## src/rtl/uart_pkg.sv

```systemverilog
// uart_pkg: shared types and helpers for the parametrised UART receiver.
// Used by uart_rx_param and uart_rx_sync.
package uart_pkg;

  typedef enum logic [2:0] {
    S_IDLE,
    S_START,
    S_DATA,
    S_PARITY,
    S_STOP,
    S_CLEANUP,
    S_BREAK
  } state_t;

  localparam int PAR_NONE = 0;
  localparam int PAR_ODD  = 1;
  localparam int PAR_EVEN = 2;

  function automatic logic calc_parity(
    input logic [8:0] data,
    input int         mode
  );
    return (mode == PAR_ODD) ? ~^data : ^data;
  endfunction

  function automatic int clks_per_bit(
    input int clk_hz,
    input int baud
  );
    return (clk_hz + baud / 2) / baud;
  endfunction

endpackage

```

## src/rtl/uart_rx_sync.sv

```systemverilog
// uart_rx_sync: 2-flop synchroniser for rx_i.
// UART_RX_MAJORITY_EN adds a 2-of-3 window over the last three rx_s.
module uart_rx_sync
  import uart_pkg::*;
(
  input  logic clk,
  input  logic reset,
  input  logic i_rx,
  output logic o_rx_s,
  output logic o_rx_m
);

  logic [1:0] r_sync;

  // Two flops retime the asynchronous line; reset loads idle level
  always_ff @(posedge clk) begin
    if (!reset) r_sync <= 2'b11;
    else        r_sync <= {r_sync[0], i_rx};
  end

  assign o_rx_s = r_sync[1];

`ifdef UART_RX_MAJORITY_EN
  logic [1:0] r_hist;

  // Keep the two previous synchronised samples for the vote
  always_ff @(posedge clk) begin
    if (!reset) r_hist <= 2'b11;
    else        r_hist <= {r_hist[0], r_sync[1]};
  end

  assign o_rx_m = (o_rx_s & r_hist[0]) |
                  (o_rx_s & r_hist[1]) |
                  (r_hist[0] & r_hist[1]);
`else
  assign o_rx_m = o_rx_s;
`endif

endmodule

```

## src/rtl/uart_rx_param.sv

```systemverilog
// uart_rx_param: parametrised UART receiver with valid/ready output.
// UART_RX_MAJORITY_EN selects 3-sample majority voting per bit.
module uart_rx_param
  import uart_pkg::*;
#(
  parameter int CLKS_PER_BIT = 434,
  parameter int DATA_BITS    = 8,
  parameter int PARITY       = 0,
  parameter int STOP_BITS    = 1
)(
  input  logic                 clk,
  input  logic                 reset,
  input  logic                 rx_i,
  output logic [DATA_BITS-1:0] m_data,
  output logic                 m_valid,
  input  logic                 m_ready,
  output logic                 frame_err,
  output logic                 parity_err,
  output logic                 overrun_err,
  output logic                 busy
);

  localparam int CW = $clog2(CLKS_PER_BIT);
  localparam int BW = $clog2(DATA_BITS);
`ifdef UART_RX_MAJORITY_EN
  // Vote completes one cycle after the centre sample; later bits keep
  // exact spacing so only the start check moves.
  localparam int MAJ = 1;
`else
  localparam int MAJ = 0;
`endif
  localparam logic [CW-1:0] LAST_CNT = CW'(CLKS_PER_BIT - 1);
  localparam logic [CW-1:0] MID_CNT  = CW'((CLKS_PER_BIT - 1) / 2 + MAJ);
  localparam logic [BW-1:0] LAST_BIT = BW'(DATA_BITS - 1);
  localparam logic          LAST_STP = (STOP_BITS == 2);

  logic w_rx_s;
  logic w_rx_m;

  state_t               r_state, w_state_n;
  logic [CW-1:0]        r_cnt, w_cnt_n;
  logic [BW-1:0]        r_bit, w_bit_n;
  logic                 r_stp, w_stp_n;
  logic [DATA_BITS-1:0] r_shift, w_shift_n;
  logic                 r_pbad, w_pbad_n;
  logic                 w_deliver, w_frame, w_par;

  logic [DATA_BITS-1:0] r_data;
  logic                 r_valid;
  logic                 r_ferr, r_perr, r_oerr;

  uart_rx_sync u_sync (
    .clk    (clk),
    .reset  (reset),
    .i_rx   (rx_i),
    .o_rx_s (w_rx_s),
    .o_rx_m (w_rx_m)
  );

  // Frame sequencer registers
  always_ff @(posedge clk) begin
    if (!reset) begin
      r_state <= S_IDLE;
      r_cnt   <= '0;
      r_bit   <= '0;
      r_stp   <= 1'b0;
      r_shift <= '0;
      r_pbad  <= 1'b0;
    end else begin
      r_state <= w_state_n;
      r_cnt   <= w_cnt_n;
      r_bit   <= w_bit_n;
      r_stp   <= w_stp_n;
      r_shift <= w_shift_n;
      r_pbad  <= w_pbad_n;
    end
  end

  // Next-state: bit timing, sampling and frame verdict
  always_comb begin
    w_state_n = r_state;
    w_cnt_n   = r_cnt + 1'b1;
    w_bit_n   = r_bit;
    w_stp_n   = r_stp;
    w_shift_n = r_shift;
    w_pbad_n  = r_pbad;
    w_deliver = 1'b0;
    w_frame   = 1'b0;
    w_par     = 1'b0;
    unique case (r_state)
      S_IDLE: begin
        w_cnt_n  = '0;
        w_bit_n  = '0;
        w_stp_n  = 1'b0;
        w_pbad_n = 1'b0;
        if (!w_rx_s) w_state_n = S_START;
      end
      S_START: begin
        if (r_cnt == MID_CNT) begin
          w_cnt_n   = '0;
          w_state_n = w_rx_m ? S_IDLE : S_DATA;
        end
      end
      S_DATA: begin
        if (r_cnt == LAST_CNT) begin
          w_cnt_n          = '0;
          w_shift_n[r_bit] = w_rx_m;
          w_bit_n          = r_bit + 1'b1;
          if (r_bit == LAST_BIT)
            w_state_n = (PARITY != PAR_NONE) ? S_PARITY : S_STOP;
        end
      end
      S_PARITY: begin
        if (r_cnt == LAST_CNT) begin
          w_cnt_n   = '0;
          w_pbad_n  = w_rx_m != calc_parity(9'(r_shift), PARITY);
          w_state_n = S_STOP;
        end
      end
      S_STOP: begin
        if (r_cnt == LAST_CNT) begin
          w_cnt_n = '0;
          if (!w_rx_m) begin
            w_frame   = 1'b1;
            w_state_n = S_BREAK;
          end else if (r_stp == LAST_STP) begin
            w_state_n = S_CLEANUP;
            w_par     = r_pbad;
            w_deliver = !r_pbad;
          end else begin
            w_stp_n = 1'b1;
          end
        end
      end
      S_CLEANUP: begin
        w_cnt_n   = '0;
        w_state_n = S_IDLE;
      end
      S_BREAK: begin
        w_cnt_n = '0;
        if (w_rx_s) w_state_n = S_IDLE;
      end
      default: w_state_n = S_IDLE;
    endcase
  end

  // Holding register, handshake and registered error pulses
  always_ff @(posedge clk) begin
    if (!reset) begin
      r_data  <= '0;
      r_valid <= 1'b0;
      r_ferr  <= 1'b0;
      r_perr  <= 1'b0;
      r_oerr  <= 1'b0;
    end else begin
      r_ferr <= w_frame;
      r_perr <= w_par;
      r_oerr <= 1'b0;
      if (w_deliver) begin
        if (r_valid && !m_ready) begin
          r_oerr <= 1'b1;
        end else begin
          r_data  <= r_shift;
          r_valid <= 1'b1;
        end
      end else if (r_valid && m_ready) begin
        r_valid <= 1'b0;
      end
    end
  end

  assign m_data      = r_data;
  assign m_valid     = r_valid;
  assign frame_err   = r_ferr;
  assign parity_err  = r_perr;
  assign overrun_err = r_oerr;
  assign busy        = r_state != S_IDLE;

endmodule

```

## config.mk

```make
export PLATFORM = sky130hd
export DESIGN_NAME = uart_rx_param
export DESIGN_NICKNAME = d
export VERILOG_FILES = /design/src/rtl/uart_pkg.sv /design/src/rtl/uart_rx_sync.sv /design/src/rtl/uart_rx_param.sv
export SDC_FILE = /design/constraint.sdc
export NUM_CORES = 1
export LEC_CHECK = 0
export BUFFER_PORTS_ARGS = -buffer_cell sky130_fd_sc_hd__buf_4
export CELL_PAD_IN_SITES_DETAIL_PLACEMENT = 0
export CELL_PAD_IN_SITES_GLOBAL_PLACEMENT = 1
export CORE_ASPECT_RATIO = 0.8
export CORE_MARGIN = 5
export CORE_UTILIZATION = 48
export DETAILED_ROUTE_END_ITERATION = 10
export GPL_TIMING_DRIVEN = 0
export PLACE_DENSITY_LB_ADDON = 0.1
export SYNTH_ARGS = -nofsm -noshare
export SYNTH_HDL_FRONTEND = slang
export SYNTH_SLANG_ARGS = --single-unit
export TNS_END_PERCENT = 50
```

## constraint.sdc

```tcl
create_clock -name clk -period 3.65 [get_ports clk]
set_input_delay 0.365 -clock clk [delete_from_list [all_inputs] [get_ports clk]]
set_output_delay 0.365 -clock clk [all_outputs]
set_load 0.01 [all_outputs]
```

* Word level (Yosys, flattened, before mapping)
Index checks and enable logic that the tools add are counted.
W data, S select, Z words.
** Storage, ports and cells
- Register bits after elaboration :: 39
- Bits of input ports :: 4
** Operators by class
- Add/sub/neg operators :: 2
- Order comparisons :: 2
- Equal/unequal tests :: 20
- Muxes and demuxes :: 34
- Bitwise operators :: 5
- Reduce and logical (&&, ||, !) cells :: 24
** Operators by type and width (count)
- $mux W3 :: 10
- $pmux W9 S3 :: 1
- $mux W9 :: 2
- $pmux W3 S6 :: 1
- $mux W1 :: 14
- $ne A2 B2 Y1 const B :: 7
- $eq A3 B3 Y1 const B :: 4
- $reduce_and A2 Y1 :: 6
- $add A9 B1 Y9 const B :: 1
- $eq A9 B8 Y1 const B :: 1
- $eq A9 B9 Y1 const B :: 1
- $reduce_xor A9 Y1 :: 1
- $bwmux W8 :: 1
- $reduce_and A8 Y1 :: 1
- $reduce_bool A2 Y1 :: 4
- $eq A3 B2 Y1 const B :: 2
- $pmux W3 S2 :: 1
- $reduce_and A3 Y1 :: 2
- $reduce_or A3 Y1 :: 2
- $not A1 Y1 :: 5
- $reduce_or A5 Y1 :: 1
- $lt A3 B4 Y1 const B :: 1
- $ne A2 B1 Y1 const B :: 2
- $pmux W1 S2 :: 2
- other kinds (11) :: 14

* Longest topological paths before layout
Gate-level depths: netlist of the first run.
- Depth after elaboration :: 7
- Mapped depth :: 7
- Depth with buffers taken out :: 6

* Cells and area by module
A second synthesis of the first run with hierarchy kept.
** Unflattened totals
- Cell total of the unflattened synthesis :: 215
- Area total of the unflattened synthesis :: 1906.8 um^2
** Modules (own cells, without submodules)
- uart_rx_param :: instances 1, cells an instance 210, area each 1846.8 um^2, seq. area each 740.7 um^2
- uart_rx_sync :: instances 1, cells an instance 5, area each 60.1 um^2, seq. area each 40.0 um^2

* Worst setup path after synthesis of the first run
No wires, ideal clock.
- Kind :: reg-to-reg
- Start :: reg r_cnt[0]
- End :: reg r_oerr, in the netlist overrun_err
- Setup time :: 0.073 ns
- Data arrival time :: 1.567 ns
- Data required time :: 3.577 ns
- Slack :: 2.010 ns
- Stages on the path, launching flop included :: 6
- Buffers on the path :: 0
- Clock period less this slack :: 1.640 ns
- Cells stage by stage :: dfxtp_1 > ha_1 > and4bb_1 > nand4_1 > or4b_4 > nor3b_2
** Between the ends
- Word-level cells in the longest chain between the ends :: 4
** Ends and longest elaborated chain
- start: declaration :: line uart_rx_param.sv:41 : logic [CW-1:0] r_cnt, w_cnt_n;
- start signal: assignment :: line uart_rx_param.sv:71 : r_cnt <= w_cnt_n;
- $eq A9 B9 Y1 :: line uart_rx_param.sv:121 : if (r_cnt == LAST_CNT) begin
- $mux W1 :: line uart_rx_param.sv:121
- $mux W1 :: line uart_rx_param.sv:90 : unique case (r_state)
- $reduce_and A2 Y1 (no line)
- end signal: assignment :: line uart_rx_param.sv:154 : r_oerr <= 1'b0;
- end signal: assignment :: line uart_rx_param.sv:158 : r_oerr <= 1'b0;
- end signal: assignment :: line uart_rx_param.sv:161 : r_oerr <= 1'b1;
- end: declaration :: line uart_rx_param.sv:50 : logic r_ferr, r_perr, r_oerr;
No other way between the ends.
A chain may end at the register's enable or synchronous reset.

* Worst setup path in the final report of the first run
Ends and elaborated chain as after synthesis.

==> results of run 1 <==
## layout make-up
type                    instances  area share
clock buffers                   8     0.04427
inverters                       5    0.008301
well taps                      55     0.03044
repair buffers                 16     0.05313
plain buffers                  16     0.03154
multi-input cells             161      0.4870
flip-flops and latches         39      0.3453
## routing by layer
layer  vias up  track usage
li1        850            -
met1       816       0.2641
met2        49       0.2612
met3         7      0.04000
met4         0      0.06224
met5         -            0
## sequential cells by signal, summed over array words and instances (netlist names)
signal	flops
frame_err	1
m_data	8
m_valid	1
overrun_err	1
parity_err	1
r_bit	3
r_cnt	9
r_pbad	1
r_shift	8
r_state	3
r_stp	1
u_sync.r_sync	2
## cell families after synthesis
group | share of synthesized area
adder cells (fa/ha/maj) | 0.03173
XOR/XNOR | 0.06916
AO/OA/AOI/OAI | 0.1263
multiplexers | 0.01523
AND/OR/NAND/NOR | 0.3160
buffers and inverters | 0.04568
flip-flops | 0.3959
## power groups by stage
stage                     logic (mW)  registers (mW)  clock network [mW]
after floorplan                0.115           0.450                   0
after global placement         0.151           0.452                   0
after detailed placement       0.155           0.453                   0
after CTS                      0.155           0.443               0.328
after global routing           0.172           0.445               0.347
final                          0.156           0.443               0.320
## synthesized netlist by cell type (2+ instances only)
cell	n	area [um2]
mux2i_1	3	30.03
nor3b_2	3	37.54
buf_2	3	15.01
nand3_1	25	125.1
buf_4	2	15.01
nand2b_1	7	43.79
o21ai_1	2	10.01
nand4b_1	2	17.52
o31ai_1	2	15.01
nor3b_1	2	15.01
o21ai_0	15	75.07
nor2b_1	4	25.02
o211ai_1	2	15.01
nor2_1	6	22.52
nand3b_1	3	22.52
and3_1	2	12.51
nand2_1	6	22.52
ha_1	5	62.56
dfxtp_1	39	780.8
inv_1	5	18.77
a21oi_1	20	100.1
and4b_1	2	20.02
nand4_1	10	62.56
or4b_1	2	20.02
xor2_1	5	43.79
nor4_2	2	25.02
xnor2_1	8	70.07
clkbuf_1	11	41.29
nor3_1	9	45.04
## worst min path at each step
stage / cells after the start / end / from / slack (ns)
3_5_place_dp: 1 / u_sync.r_sync[1]$_SDFF_PN1_ / u_sync.r_sync[0]$_SDFF_PN1_ / 0.39
3_3_place_gp: 1 / u_sync.r_sync[1]$_SDFF_PN1_ / u_sync.r_sync[0]$_SDFF_PN1_ / 0.39
4_1_cts: 2 / overrun_err$_SDFF_PN0_ / m_ready / 0.23
5_1_grt: 2 / overrun_err$_SDFF_PN0_ / m_ready / 0.23
2_1_floorplan: 1 / u_sync.r_sync[1]$_SDFF_PN1_ / u_sync.r_sync[0]$_SDFF_PN1_ / 0.39
6_report: 2 / overrun_err$_SDFF_PN0_ / m_ready / 0.24
## critical path, cell delays in order, from the launching register on
cell and delay (ns):
dfxtp_1 0.42, ha_1 0.22, and4bb_1 0.26, nand4_1 0.18
or4b_4 0.53, nor3b_2 0.15
## per-stage QoR
stage / cells / utilization / cell area [um2]
2_1_floorplan: 221 / - / 1972
3_5_place_dp: 292 / 0.5571 / 2161
6_report: 300 / 0.5829 / 2261
4_1_cts: 300 / 0.5829 / 2261
3_3_place_gp: 292 / 0.5571 / 2161
5_1_grt: 300 / 0.5829 / 2261
==> impl_results.md, run 1 <==
- Status: finished clean
- Syn Nets: between 200 and 250
- Syn-to-layout area delta: 14.66%
- Final-report max-slew violation count: 0
- Total Nets Final: 253
- RSZ-0062 raised after global routing: false
- GRT overflow: 0
- Antenna violations before repair: 0
- DR iter-0 viols: 122
- Sw Ratio: 0.2702
- Total track usage: 0.1808
- Post-CTS setup buffer count: 0
- Syn Std Cell Area: 0.001972 mm2
- CP endpoint kind: register
- Max Fclk: around 540 MHz
- Largest net degree at the start of global routing: 12
- Pre-CTS setup slack: 1.837 ns
- Die area: 0.005498 mm2
- DRT Wirelength: 4425 um
- Most common cell after layout, fill and taps aside: dfxtp_1
- Hold WS: roughly 0.24 ns
- Clock Tree Buf Depth: 2
- CP required: roughly 3.9 ns
- Commonest cells after routing, fill and taps aside: 39 x dfxtp_1, 25 x nand3_1, 20 x a21oi_1
- Post-synth EDFFs: 0
- Internal power: 0.6708 mW
- Max VDD drop: around 0.0003 V
- CTS Sinks: 39
- H-tree depth: 2
- Hold Path Class: primary input to register
- Post-DRT Antenna Nets: 0
- Root Buffer: clkbuf_8
- CP Class: register to register
- DRT Pass-1 Iters: 4
- Power Density: 406.5 mW/mm2
- CP startpoint: r_cnt[0]$_SDFF_PN0_
- R2r startpoint: r_cnt[0]$_SDFF_PN0_
- MaxCap Viol Count: 0
- Worst setup margin: approximately 1.8 ns
- Cts repair resizes: 0
- Clock transition at path regs: approximately 0.070 ns
- Yosys warns: 0
- M1 wire length: ~2200 um
- Avg WL per Cell: about 15 um
- Met3 WL: 309 um
- Sequential standard cell area: 780.7 um2
- Setup TNS: 0 ns
- Fin crit share: 0.5045
- Post-Syn Area per Cell: 8.923 um2
- R2R cell count: 5
- R2R setup slack: 1.81 ns
- Unique masters post-synth: 43
- Vias in the first global route: 1570
- Crit-path max FO: 6
- Row count: 20
- Multi-input logic area: 0.001101 mm2
- Worst Setup EP: overrun_err$_SDFF_PN0_
- Tot Pwr: slightly above 0.9 mW
- Sequential cell area fraction in the yosys report: 0.3959
- Starting Density: 0.5084
- Flop pwr share: 0.482
- CTS Buf Count: 5
- Comb pwr share: 0.170
- Skew final: 0.007619 ns
- DPL Wire Length: 3330 um
- Post-route DRC: 0
- Fraction of registers with async set/reset: 0
- Max Used Layer: met4
- Clock share of power: 0.348
- Leakage: 0.7993 nW
- Ant diodes: 0
- Vias per inst: 5.740
- Slew @ Worst Pin: 0.6698 ns
- WL met2: 1835 um
- Die Wd: 81.66 um
- Hold_buf cts: 0
- Vias: roughly 1700
- Worst r2r dst: overrun_err$_SDFF_PN0_
- Port Buffers: 16
- Clock Latency Late Sink: 0.30 ns
- Ys flop type: dfxtp_1
- Max-slew headroom: 0.5523
- CTS tree: built
- Worst Path Arrival: 2.07 ns
- Mapped Cells: 221
- First-pass GRT wire length: 7562 um
- Fin. Hold Viols: 0
- Area of the core: 0.003879 mm2
- P_sw: 0.2483 mW
- CP Launch Type: register
- Gpl congestion: 0.8280
- Final min period: 1.841 ns
- Die Y: 67.33 um
- #FFs+latches synth: 39
- Layout cell share with drive strength beyond 1: 0.1551
- I/O pin count: 17
- Filler Cells Inserted: 354
- Final count of negative-setup-slack endpoints: 0
No activity file was read; power rests on OpenSTA's default activity.
==> inputs of run 2 (changes only) <==
--- a/config.mk
+++ b/config.mk
@@ -10,7 +10,7 @@
 export CELL_PAD_IN_SITES_GLOBAL_PLACEMENT = 1
 export CORE_ASPECT_RATIO = 0.8
 export CORE_MARGIN = 5
-export CORE_UTILIZATION = 48
+export CORE_UTILIZATION = 45
 export DETAILED_ROUTE_END_ITERATION = 10
 export GPL_TIMING_DRIVEN = 0
 export PLACE_DENSITY_LB_ADDON = 0.1
==> constraint.sdc (replaced) <==
create_clock -name clk -period 1.9 [get_ports clk]
set_input_delay 0.19 -clock clk [delete_from_list [all_inputs] [get_ports clk]]
set_output_delay 0.19 -clock clk [all_outputs]
set_load 0.01 [all_outputs]
==> run 2 against run 1 <==
  * Global-route usage down 2.0 points
  * Sequential cell count did not move
  * Total power rose by 110%
  * Critical endpoint unchanged
  * Largest cell class unchanged
==> impl_results.md, run 2 (synthesis results as in run 1) <==
- Status: finished clean
- Avg WL per Cell: 14.83 um
- Root Buffer: clkbuf_8
- Vias per inst: roughly 5.5
- CTS tree: built
- Fin crit share: 0.9640
- Max Fclk: 546.0 MHz
- Area of the core: 0.004204 mm2
- Clock Latency Late Sink: 0.30 ns
- CP max stage cell: or4b_4
- Clock transition at path regs: ~0.07 ns
- Die Wd: 84.01 um
- CP max stage delay: 0.54 ns
- Multi-input logic area: 0.001116 mm2
- Post-DRT Antenna Nets: 0
- Total placed cells including tap cells: 294
- Skew final: 0.008173 ns
- Flop pwr share: 0.451
- Final-report max-slew violation count: 0
- Max VDD drop: 0.0006279 V
- Internal power: 1.385 mW
- Worst Path Arrival: 2.06 ns
- Port Buffers: 16
- Slew @ Worst Pin: 0.6619 ns
- Comb pwr share: 0.160
- R2r startpoint: r_cnt[1]$_SDFF_PN0_
- Leakage: 0.8228 nW
- Final min period: 1.832 ns
- Total track usage: 0.1612
- Most common cell after layout, fill and taps aside: dfxtp_1
- MaxCap Viol Count: 0
- Fin cells: 301
- Largest net degree at the start of global routing: 13
- Fin. Hold Viols: 0
- Post-CTS setup buffer count: 0
- First-pass GRT wire length: 7617 um
- I/O pin count: 17
- Die Y: 69.21 um
- Final count of negative-setup-slack endpoints: 0
- DRT Wirelength: 4463 um
- DPL Wire Length: 3208 um
- Clock share of power: 0.388
- Commonest cells after routing, fill and taps aside: 38 x dfxtp_1, 25 x nand3_1, 20 x a21oi_1
- Worst path bufs/invs: 1
- Die area: 0.005814 mm2
- Crit-path cells: inv_1 -> ha_1 -> and4bb_1 -> nand4_1 -> or4b_4 -> nor3b_2
- GRT overflow: 0
- Power Density: 824.1 mW/mm2
- Hold_buf cts: 0
- H-tree depth: 2
- Row count: 21
- CTS Buf Count: 5
- Cts repair resizes: 0
- Layout cell share with drive strength beyond 1: 0.1639
- Syn-to-layout area delta: 16.31%
- CP Class: register to register
- Hold Path Class: primary input to register
- Placed inst area: 0.002163 mm2
- Max reg flops: 9
- Filler Cells Inserted: 418
- Crit-path max FO: 4
- Cell family with most CP delay: simple AND/OR/NAND/NOR gates
- Vias in the first global route: about 1500
- CP required: 2.13 ns
- Max-slew headroom: 0.5576
- Gpl congestion: ~0.77
- Starting Density: 0.4690
- Total Nets Final: 252
- Sequential standard cell area: 782.0 um2
- Clock Tree Buf Depth: 2
- Sw Ratio: 0.2673
- Vias: 1665
- CP startpoint: r_cnt[1]$_SDFF_PN0_
- Post-route cell area: 0.002293 mm2
- CP Launch Type: register
- CTS Sinks: 39
- Hold Startpoint: m_ready
- Antenna violations before repair: 0
- RSZ-0062 raised after global routing: true
- CP endpoint kind: register
- Layout Utilization: 0.5455
- Largest Register: r_cnt
- DR iter-0 viols: 72
- Post-route DRC: 0
- P_sw: 0.5052 mW
- Ant diodes: 0
- DRT Pass-1 Iters: 4
run 2: changes by cell type in the layout (fill, tap and decap cells not counted), sizes merged:
cell    delta
clkbuf     -3
bufinv     +1
clkinv     +1
run 2: area by class of cell:
cell class,count,share of cell area
buffer,15,0.02946
clock buffer,6,0.03601
clock inverter,2,0.01528
inverter,5,0.008183
multi-input combinational,161,0.4866
sequential,39,0.3410
tap,57,0.03110
timing repair buffer,16,0.05237
run 2: worst paths after layout:
kind	endpoint	slack, ns	cells after the start
max reg2reg	overrun_err$_SDFF_PN0_	0.07	6
min	overrun_err$_SDFF_PN0_	0.06	2
max	overrun_err$_SDFF_PN0_	0.07	6
min reg2reg	u_sync.r_sync[1]$_SDFF_PN1_	0.41	1
run 2: through the flow:
stage,power [mW],setup slack [ns],TNS (ns),hold WS [ns]
after detailed placement,1.169,0.06072,0,0.3687
after global placement,1.170,0.05219,0,0.3655
after CTS,1.898,0.03571,0,0.04650
after floorplan,1.087,0.2602,0,0.2595
after global routing,1.974,-0.06502,-0.06502,0.05126
final,1.890,0.06847,0,0.05506
run 2: power groups by stage:
stage               registers, mW  clock network, mW  logic, mW
finish                      0.853              0.734      0.303
global route                0.857              0.781      0.335
CTS                         0.852              0.748      0.298
detailed placement          0.871                  0      0.298
global placement            0.870                  0      0.300
floorplan                   0.865                  0      0.222
run 2: worst reg2reg max path, stage by stage, from the launching register on:
cell      delay (ns)
dfxtp_1         0.34
inv_1           0.08
ha_1            0.19
and4bb_1        0.27
nand4_1         0.20
or4b_4          0.54
nor3b_2         0.15
run 2: layer usage:
metal  vias to the layer above  track usage  share of wire
li1                        853            -              -
met1                       776       0.2493           0.55
met2                        28       0.2065           0.39
met3                         8      0.04276          0.043
met4                         0      0.06429          0.018
met5                         -            0              0
